File: config.mk
export PLATFORM = sky130hd
export DESIGN_NAME = mem_port_arbiter_flat
export DESIGN_NICKNAME = d
export VERILOG_FILES = /design/src/rtl/mem_port_arbiter_if.sv /design/src/rtl/mem_port_arbiter.sv /design/src/flat_wrapper.sv
export SDC_FILE = /design/constraint.sdc
export NUM_CORES = 1
export LEC_CHECK = 0
export BUFFER_PORTS_ARGS = -buffer_cell sky130_fd_sc_hd__buf_2
export CAP_MARGIN = 20
export CORE_AREA = 2 2 105 107
export CTS_CLUSTER_SIZE = 24
export DETAILED_ROUTE_END_ITERATION = 7
export DIE_AREA = 0 0 107 109
export PLACE_DENSITY = 0.52
export SLEW_MARGIN = 10
export SYNTH_ARGS = -nofsm -noshare
export SYNTH_HDL_FRONTEND = slang
export SYNTH_SLANG_ARGS = --single-unit
File: constraint.sdc
create_clock -name CLK -period 3.58 [get_ports CLK]
set_input_delay 0.537 -clock CLK [delete_from_list [all_inputs] [get_ports CLK]]
set_output_delay 0.537 -clock CLK [all_outputs]
set_load 0.02 [all_outputs]
File: src/rtl/mem_port_arbiter_if.sv
// mem_port_arbiter_if
//   Bundles the I-cache, D-cache and main-memory sides of the shared
//   memory port so the arbiter and its environment connect through one
//   object.
//   - slave  : arbiter view (takes cache requests and memory responses,
//              drives Ready/RData/Mem* and Owner)
//   - master : environment view (caches + memory model)
//   ADDR_W / DATA_W set the address and data widths of every bus signal.
interface mem_port_arbiter_if #(
    parameter int ADDR_W = 32,
    parameter int DATA_W = 32
);
    // I-cache side
    logic              IReq;
    logic              IWE;
    logic [ADDR_W-1:0] IAddr;
    logic [DATA_W-1:0] IWData;
    logic              IReady;
    // D-cache side
    logic              DReq;
    logic              DWE;
    logic [ADDR_W-1:0] DAddr;
    logic [DATA_W-1:0] DWData;
    logic              DReady;
    // Read data broadcast to both caches
    logic [DATA_W-1:0] RData;
    // Memory side
    logic              MemReq;
    logic              MemWE;
    logic [ADDR_W-1:0] MemAddr;
    logic [DATA_W-1:0] MemWData;
    logic [DATA_W-1:0] MemRData;
    logic              MemReady;
    // Current grant: 00 idle, 01 I-cache, 10 D-cache
    logic [1:0]        Owner;

    modport slave (
        input  IReq, IWE, IAddr, IWData,
        input  DReq, DWE, DAddr, DWData,
        input  MemRData, MemReady,
        output IReady, DReady, RData,
        output MemReq, MemWE, MemAddr, MemWData,
        output Owner
    );

    modport master (
        output IReq, IWE, IAddr, IWData,
        output DReq, DWE, DAddr, DWData,
        output MemRData, MemReady,
        input  IReady, DReady, RData,
        input  MemReq, MemWE, MemAddr, MemWData,
        input  Owner
    );
endinterface

File: src/rtl/mem_port_arbiter.sv
// mem_port_arbiter
//   Shares the single main-memory port between the I-cache and D-cache
//   controllers. A requester that wins arbitration owns the port for one
//   block burst of BURST_LEN accepted beats, after which the port returns
//   to IDLE for one cycle and is re-arbitrated round-robin.
// Ports
//   CLK    : clock, all state on posedge
//   Reset  : synchronous, active-high
//   bus    : mem_port_arbiter_if.slave -- cache request/ready pairs,
//            memory beat interface, broadcast RData and Owner
// Parameters
//   BURST_LEN : beats per grant (words per cache block, >= 2)
module mem_port_arbiter #(
    parameter int BURST_LEN = 4
) (
    input  logic                   CLK,
    input  logic                   Reset,
    mem_port_arbiter_if.slave      bus
);

    localparam int CNT_W = $clog2(BURST_LEN);
    localparam logic [CNT_W-1:0] CNT_LAST = CNT_W'(BURST_LEN - 1);

    // State encoding doubles as the Owner output code.
    typedef enum logic [1:0] {
        IDLE  = 2'b00,
        OWN_I = 2'b01,
        OWN_D = 2'b10
    } state_t;

    typedef enum logic {
        LAST_I = 1'b0,
        LAST_D = 1'b1
    } last_t;

    state_t           state_q, state_d;
    logic [CNT_W-1:0] cnt_q,   cnt_d;
    last_t            last_owner_q, last_owner_d;

    logic  own_req;     // request line of the current owner
    last_t cur_owner;   // current owner expressed as a LastOwner value

    always_ff @(posedge CLK) begin
        if (Reset) begin
            state_q      <= IDLE;
            cnt_q        <= '0;
            last_owner_q <= LAST_I;
        end else begin
            state_q      <= state_d;
            cnt_q        <= cnt_d;
            last_owner_q <= last_owner_d;
        end
    end

    always_comb begin
        own_req   = 1'b0;
        cur_owner = LAST_I;
        case (state_q)
            OWN_I: begin
                own_req   = bus.IReq;
                cur_owner = LAST_I;
            end
            OWN_D: begin
                own_req   = bus.DReq;
                cur_owner = LAST_D;
            end
            default: begin
                own_req   = 1'b0;
                cur_owner = LAST_I;
            end
        endcase
    end

    // Next-state logic
    always_comb begin
        state_d      = state_q;
        cnt_d        = cnt_q;
        last_owner_d = last_owner_q;
        case (state_q)
            IDLE: begin
                // On a tie, the requester that did not own the port last wins.
                if (bus.IReq && bus.DReq) begin
                    state_d = (last_owner_q == LAST_I) ? OWN_D : OWN_I;
                end else if (bus.IReq) begin
                    state_d = OWN_I;
                end else if (bus.DReq) begin
                    state_d = OWN_D;
                end
            end
            OWN_I, OWN_D: begin
                if (!own_req) begin
                    // Dropped before any beat: a cache hit resolved, nothing
                    // moved, so the round-robin pointer is left alone. Dropped
                    // mid-burst: the grant counts as used.
                    state_d = IDLE;
                    if (cnt_q != '0) begin
                        cnt_d        = '0;
                        last_owner_d = cur_owner;
                    end
                end else if (bus.MemReady) begin
                    if (cnt_q == CNT_LAST) begin
                        cnt_d        = '0;
                        last_owner_d = cur_owner;
                        state_d      = IDLE;
                    end else begin
                        cnt_d = cnt_q + CNT_W'(1);
                    end
                end
            end
            default: begin
                state_d = IDLE;
            end
        endcase
    end

    // Output decode: everything follows the registered state, with the
    // owner's request/write/address/data muxed straight through.
    always_comb begin
        bus.MemReq   = 1'b0;
        bus.MemWE    = 1'b0;
        bus.MemAddr  = '0;
        bus.MemWData = '0;
        bus.IReady   = 1'b0;
        bus.DReady   = 1'b0;
        bus.Owner    = state_q;
        case (state_q)
            OWN_I: begin
                bus.MemReq   = bus.IReq;
                bus.MemWE    = bus.IWE;
                bus.MemAddr  = bus.IAddr;
                bus.MemWData = bus.IWData;
                bus.IReady   = bus.MemReady & bus.IReq;
            end
            OWN_D: begin
                bus.MemReq   = bus.DReq;
                bus.MemWE    = bus.DWE;
                bus.MemAddr  = bus.DAddr;
                bus.MemWData = bus.DWData;
                bus.DReady   = bus.MemReady & bus.DReq;
            end
            default: begin
                bus.Owner = 2'b00;
            end
        endcase
    end

    assign bus.RData = bus.MemRData;

endmodule

File: src/flat_wrapper.sv
// flat-port wrapper written by rule: the top's interface ports become plain ports
module mem_port_arbiter_flat 
#(
    parameter int BURST_LEN = 4
)
  (CLK, Reset, bus_IReq, bus_IWE, bus_IAddr, bus_IWData, bus_DReq, bus_DWE, bus_DAddr, bus_DWData, bus_MemRData, bus_MemReady, bus_IReady, bus_DReady, bus_RData, bus_MemReq, bus_MemWE, bus_MemAddr, bus_MemWData, bus_Owner);
  mem_port_arbiter_if #(.ADDR_W(32), .DATA_W(32)) bus_i ();
  input  logic CLK;
  input  logic Reset;
  input wire logic [$bits(bus_i.IReq)-1:0] bus_IReq;
  input wire logic [$bits(bus_i.IWE)-1:0] bus_IWE;
  input wire logic [$bits(bus_i.IAddr)-1:0] bus_IAddr;
  input wire logic [$bits(bus_i.IWData)-1:0] bus_IWData;
  input wire logic [$bits(bus_i.DReq)-1:0] bus_DReq;
  input wire logic [$bits(bus_i.DWE)-1:0] bus_DWE;
  input wire logic [$bits(bus_i.DAddr)-1:0] bus_DAddr;
  input wire logic [$bits(bus_i.DWData)-1:0] bus_DWData;
  input wire logic [$bits(bus_i.MemRData)-1:0] bus_MemRData;
  input wire logic [$bits(bus_i.MemReady)-1:0] bus_MemReady;
  output wire logic [$bits(bus_i.IReady)-1:0] bus_IReady;
  output wire logic [$bits(bus_i.DReady)-1:0] bus_DReady;
  output wire logic [$bits(bus_i.RData)-1:0] bus_RData;
  output wire logic [$bits(bus_i.MemReq)-1:0] bus_MemReq;
  output wire logic [$bits(bus_i.MemWE)-1:0] bus_MemWE;
  output wire logic [$bits(bus_i.MemAddr)-1:0] bus_MemAddr;
  output wire logic [$bits(bus_i.MemWData)-1:0] bus_MemWData;
  output wire logic [$bits(bus_i.Owner)-1:0] bus_Owner;
  assign bus_i.IReq = bus_IReq;
  assign bus_i.IWE = bus_IWE;
  assign bus_i.IAddr = bus_IAddr;
  assign bus_i.IWData = bus_IWData;
  assign bus_i.DReq = bus_DReq;
  assign bus_i.DWE = bus_DWE;
  assign bus_i.DAddr = bus_DAddr;
  assign bus_i.DWData = bus_DWData;
  assign bus_i.MemRData = bus_MemRData;
  assign bus_i.MemReady = bus_MemReady;
  assign bus_IReady = bus_i.IReady;
  assign bus_DReady = bus_i.DReady;
  assign bus_RData = bus_i.RData;
  assign bus_MemReq = bus_i.MemReq;
  assign bus_MemWE = bus_i.MemWE;
  assign bus_MemAddr = bus_i.MemAddr;
  assign bus_MemWData = bus_i.MemWData;
  assign bus_Owner = bus_i.Owner;
  mem_port_arbiter #(.BURST_LEN(BURST_LEN)) u_core (.CLK(CLK), .Reset(Reset), .bus(bus_i));
endmodule
After elaboration in Yosys (flattened, before gate mapping)
Index checks and enable logic that the tools add are counted.
{"block": "totals", "reg_bits": 5, "output_inout_bits": 102, "word_cells": 46}
{"block": "op_classes", "add_sub_neg": 1, "eq_ne": 8, "n_mux": 24, "bitwise_logic": 2, "n_reduce_logical": 8}
{"operator": "$pmux 32 s2", "count": 2}
{"operator": "$mux 2", "count": 12}
{"operator": "$mux 1", "count": 7}
{"operator": "$reduce_and 3->1", "count": 2}
{"operator": "$eq 2x2->1 const B", "count": 2}
{"operator": "$ne 4x3->1 const B", "count": 1}
{"operator": "$pmux 1 s2", "count": 2}
{"operator": "$pmux 2 s2", "count": 1}
{"operator": "$reduce_and 4->1", "count": 1}
{"operator": "$reduce_bool 2->1", "count": 2}
{"operator": "$ne 3x2->1 const B", "count": 1}
{"operator": "$ne 3x3->1 const B", "count": 1}
{"operator": "$add 2x1->2 const B", "count": 1}
{"operator": "$and 1x1->1", "count": 2}
{"operator": "$eq 2x1->1 const B", "count": 1}
{"operator": "$logic_not 2->1", "count": 1}
{"operator": "$ne 2x1->1 const B", "count": 1}
{"operator": "$ne 2x2->1 const B", "count": 1}
{"operator": "$reduce_or 2->1", "count": 1}
{"operator": "$logic_and 1x1->1", "count": 1}

Depth between registers and ports, before layout
{"block": "depth", "ltp_word": 5, "ltp_mapped": 7}

Worst setup path after synthesis
Ideal clock, no wire load.
{"block": "synth_path", "kind": "flip-flop to output port", "start": "reg u_core.state_q[0]", "end": "out bus_MemAddr[12]", "arrival_time_ns": 1.624, "required_ns": 3.043, "slack_ns": 1.419, "stages_incl_launch_ff": 6, "path_buffers": 2, "cell_sequence": "dfxtp_1 > inv_1 > ha_1 > clkbuf_1 > clkbuf_1 > nor2b_1"}
{"block": "synth_via", "elab_chain_cells": 2}
{"element": "from (decl)", "line": "mem_port_arbiter.sv:36", "rtl": "state_t state_q, state_d;"}
{"element": "from (signal assigned)", "line": "mem_port_arbiter.sv:49", "rtl": "state_q <= state_d;"}
{"element": "$eq 2x2->1 / $eq 2x1->1 (equally long branches)", "line": "mem_port_arbiter.sv:126", "rtl": "case (state_q)"}
{"element": "$pmux 32 s2 (*)", "line": "mem_port_arbiter.sv:126"}
{"element": "to (decl)", "line": "flat_wrapper.sv:25", "rtl": "output wire logic [$bits(bus_i.MemAddr)-1:0] bus_MemAddr;"}
Every way passes the cells marked *; elsewhere a longest branch is shown, timed or not.

Worst setup path after layout
{"block": "layout_path", "start": "reg u_core.state_q[0]", "end": "out bus_MemWData[16]"}
{"block": "layout_via", "elab_chain_cells": 2}
{"element": "$eq 2x2->1 / $eq 2x1->1 (equally long branches)", "line": "mem_port_arbiter.sv:126"}
{"element": "$pmux 32 s2 (*)", "line": "mem_port_arbiter.sv:126"}
{"element": "to (decl)", "line": "flat_wrapper.sv:26", "rtl": "output wire logic [$bits(bus_i.MemWData)-1:0] bus_MemWData;"}
Marked as above.

==> results.yml <==
run_status:
  outcome: "completed"
clock_network:
  clk_latency_ns: 0.22
  cts_resized: 0
  post_cts_buffers: 0
  cts_inserted_buffers: 3
  ctsHoldBuffers: 0
  h-tree-depth: 1
  clock-sinks: 5
  clockRootBuffer: "clkbuf_8"
  cts_tree: "done"
  clkSlewWorstSetupHoldPaths_ns: 0.03
  clockBufferDepth: 2
cells_and_area:
  nFillCells: 1172
  seqCellArea_um2: 100.1
  fin_nets: 561
  drive_gt1_frac: 0.5570
  multiInputGateArea_mm2: 0.001205
  area_growth_pct: 56.12
timing:
  finalCritPeriodShare: 0.7535
  finalHoldViolCount: 0
  setup_viol: 0
  period_needed_ns: 2.698
  drv_slew: 0
  setup_tns_ns: 0
  max_slew_margin: 0.3233
  rsz0062_at_grt: "no"
  max_clock_freq_ghz: 0.3707
  fin_skew_ns: 0.001215
  holdWs_ns: 0.4742
  worstMarginPinSlew_ns: 1.015
critical_path:
  crit_type: "flop to output pin"
  cp.required_ns: 3.04
  r2r-end: "u_core.state_q[1]"
  r2r_slack_ns: 1.33
  reg2reg_depth: 4
  regToRegStartpoint: "u_core.state_q[0]"
  arrival_ns: 2.16
  worstSetupStartpointType: "flop"
  cp-end-kind: "output pin"
  crit_fanout: 71
worst_hold_path:
  hold_end: "u_core.last_owner_q"
  hp-class: "flop to flop"
  min_from: "u_core.last_owner_q"
  holdPathStages: 2
power_and_ir_drop:
  vdd_drop_max_mv: 0.1861
  powerDensity_mw_per_mm2: 232.7
  p_leak_nw: 1.276
logic_synthesis:
  ys_seq_elements: 5
  ys_types: 24
  yosysWarnings: 0
  synth_nets: 404
  syn_inst: 230
  syn_area_per_cell_um2: 7.203
  syn_area_mm2: 0.001657
  synth_seq_area_share: 0.06042
floorplanning:
  dieArea_mm2: 0.01166
  die_w_um: 107
  die_h_um: 109
  fp-row-count: 38
  io_pins: 269
  initial_utilization: 0.1562
  coreArea_mm2: 0.01060
drt:
  drt_iter0_drc: 123
  routed_wl_um: 6786
  wl_per_cell_um: 12.88
  via_per_inst: 4.307
  ant_nets: 0
  drc: 0
  firstDrtPassIters: 4
  via_count: 2270
global_route:
  grtUsageTotal: 0.09527
  grt_pass1_vias: 1888
  grt_max_degree: 72
  grt-ovfl-total: 0
  antenna_found_initial: 2
  grt_pass1_wl_um: 9052
run:
  drv_cap: 0
placement:
  port_buffers: 204
  routabilityCongestion: 0.6814
## critical path: stages, from the launching register on
cell and delay [ns]:
dfxtp_1 0.38, inv_1 0.10, ha_2 0.97, nor2b_1 0.24
buf_2 0.18
## worst max path at each step
stage	start	to	slack (ns)	depth (start not counted)
finish	u_core.state_q[0]	bus_MemWData[16]	0.88	4
global route	u_core.state_q[0]	bus_MemWE	0.72	4
CTS	u_core.state_q[0]	bus_MemWData[25]	0.88	4
detailed placement	u_core.state_q[0]	bus_MemWData[25]	1.13	4
global placement	u_core.state_q[0]	bus_MemReq	1.20	4
floorplan	u_core.state_q[0]	bus_MemAddr[12]	1.42	5
## through the flow
| step | util | cells | cell area (µm²) | total power, mW | setup slack, ns |
|---|---|---|---|---|---|
| detailed placement | 0.2394 | 522 | 2539 | 0.5011 | 1.129 |
| finish | 0.2439 | 527 | 2586 | 0.6019 | 0.8824 |
| CTS | 0.2437 | 526 | 2584 | 0.6086 | 0.8813 |
| global route | 0.2437 | 526 | 2584 | 0.6480 | 0.7201 |
| global placement | 0.2394 | 522 | 2539 | 0.4952 | 1.197 |
| floorplan | - | 230 | 1657 | 0.3984 | 1.419 |
## where the power goes
group / internal [mW] / total [mW] / leakage (nW) / switching, mW
clock: 0.0764 / 0.104 / 0.0228 / 0.0274
combinational: 0.197 / 0.436 / 1.21 / 0.239
sequential: 0.0591 / 0.0618 / 0.0407 / 0.00276
total: 0.332 / 0.602 / 1.28 / 0.270
## area by class of cell
| class | instances | area share |
|---|---|---|
| repair buffers | 207 | 0.4035 |
| inverters | 4 | 0.005806 |
| clock buffers | 4 | 0.01742 |
| multi-input cells | 166 | 0.4659 |
| diodes | 1 | 0.0009676 |
| flip-flops and latches | 5 | 0.03870 |
| well taps | 140 | 0.06773 |
## cells in the final DEF (no fill, tap or decap), types with 2 or more instances in the layout
cell / synthesis / layout
o31ai_1: 2 / 2
buf_4: 32 / 3
nand4b_1: 2 / 2
and2_1: 2 / 2
nor2_1: 2 / 2
ha_1: 7 / 4
nor2b_1: 65 / 65
clkbuf_8: 0 / 3
nand2b_1: 6 / 6
and3_1: 2 / 2
nand3_1: 2 / 2
buf_2: 8 / 204
dfxtp_1: 5 / 5
ha_2: 0 / 3
a22oi_1: 65 / 65
inv_1: 4 / 4
mux2i_1: 4 / 4
nand2_1: 2 / 2
## per-layer routing
| layer | wire, µm | vias to the layer above | GRT usage |
|---|---|---|---|
| li1 | - | 1102 | - |
| met1 | 2689 | 1053 | 0.1131 |
| met2 | 3491 | 109 | 0.1765 |
| met3 | 580 | 6 | 0.01853 |
| met4 | 24 | 0 | 0.02226 |
| met5 | 0 | - | 0 |
## cells in the mapped netlist
library cell	instances	share of area
buf_2	8	0.024
mux2i_1	4	0.024
o31ai_1	2	0.0091
buf_6	1	0.0068
a22o_4	1	0.011
ha_1	7	0.053
a22oi_1	65	0.29
mux2_1	1	0.0068
dfxtp_1	5	0.060
nand3_1	2	0.0060
buf_4	32	0.15
buf_1	2	0.0045
a32oi_2	1	0.0098
inv_1	4	0.0091
nand2_1	2	0.0045
a21oi_1	1	0.0030
and3_1	2	0.0076
nand2b_1	6	0.023
nand4b_1	2	0.011
nor3_1	1	0.0030
nor2_1	2	0.0045
clkbuf_1	12	0.027
and2_1	2	0.0076
nor2b_1	65	0.25
## sequential cells by signal, summed over array words and instances, names as in the netlist
signal,count
u_core.last_owner_q,1
u_core.cnt_q,2
u_core.state_q,2
## logic make-up after synthesis
logic type / Yosys count / share of synthesized area
simple gates: 84 / 0.3119
fa+ha+maj: 7 / 0.05287
mux: 5 / 0.03097
buf+inv: 59 / 0.2168
compound gates: 70 / 0.3270
flops: 5 / 0.06043
Power figures use the tool's default switching activity.
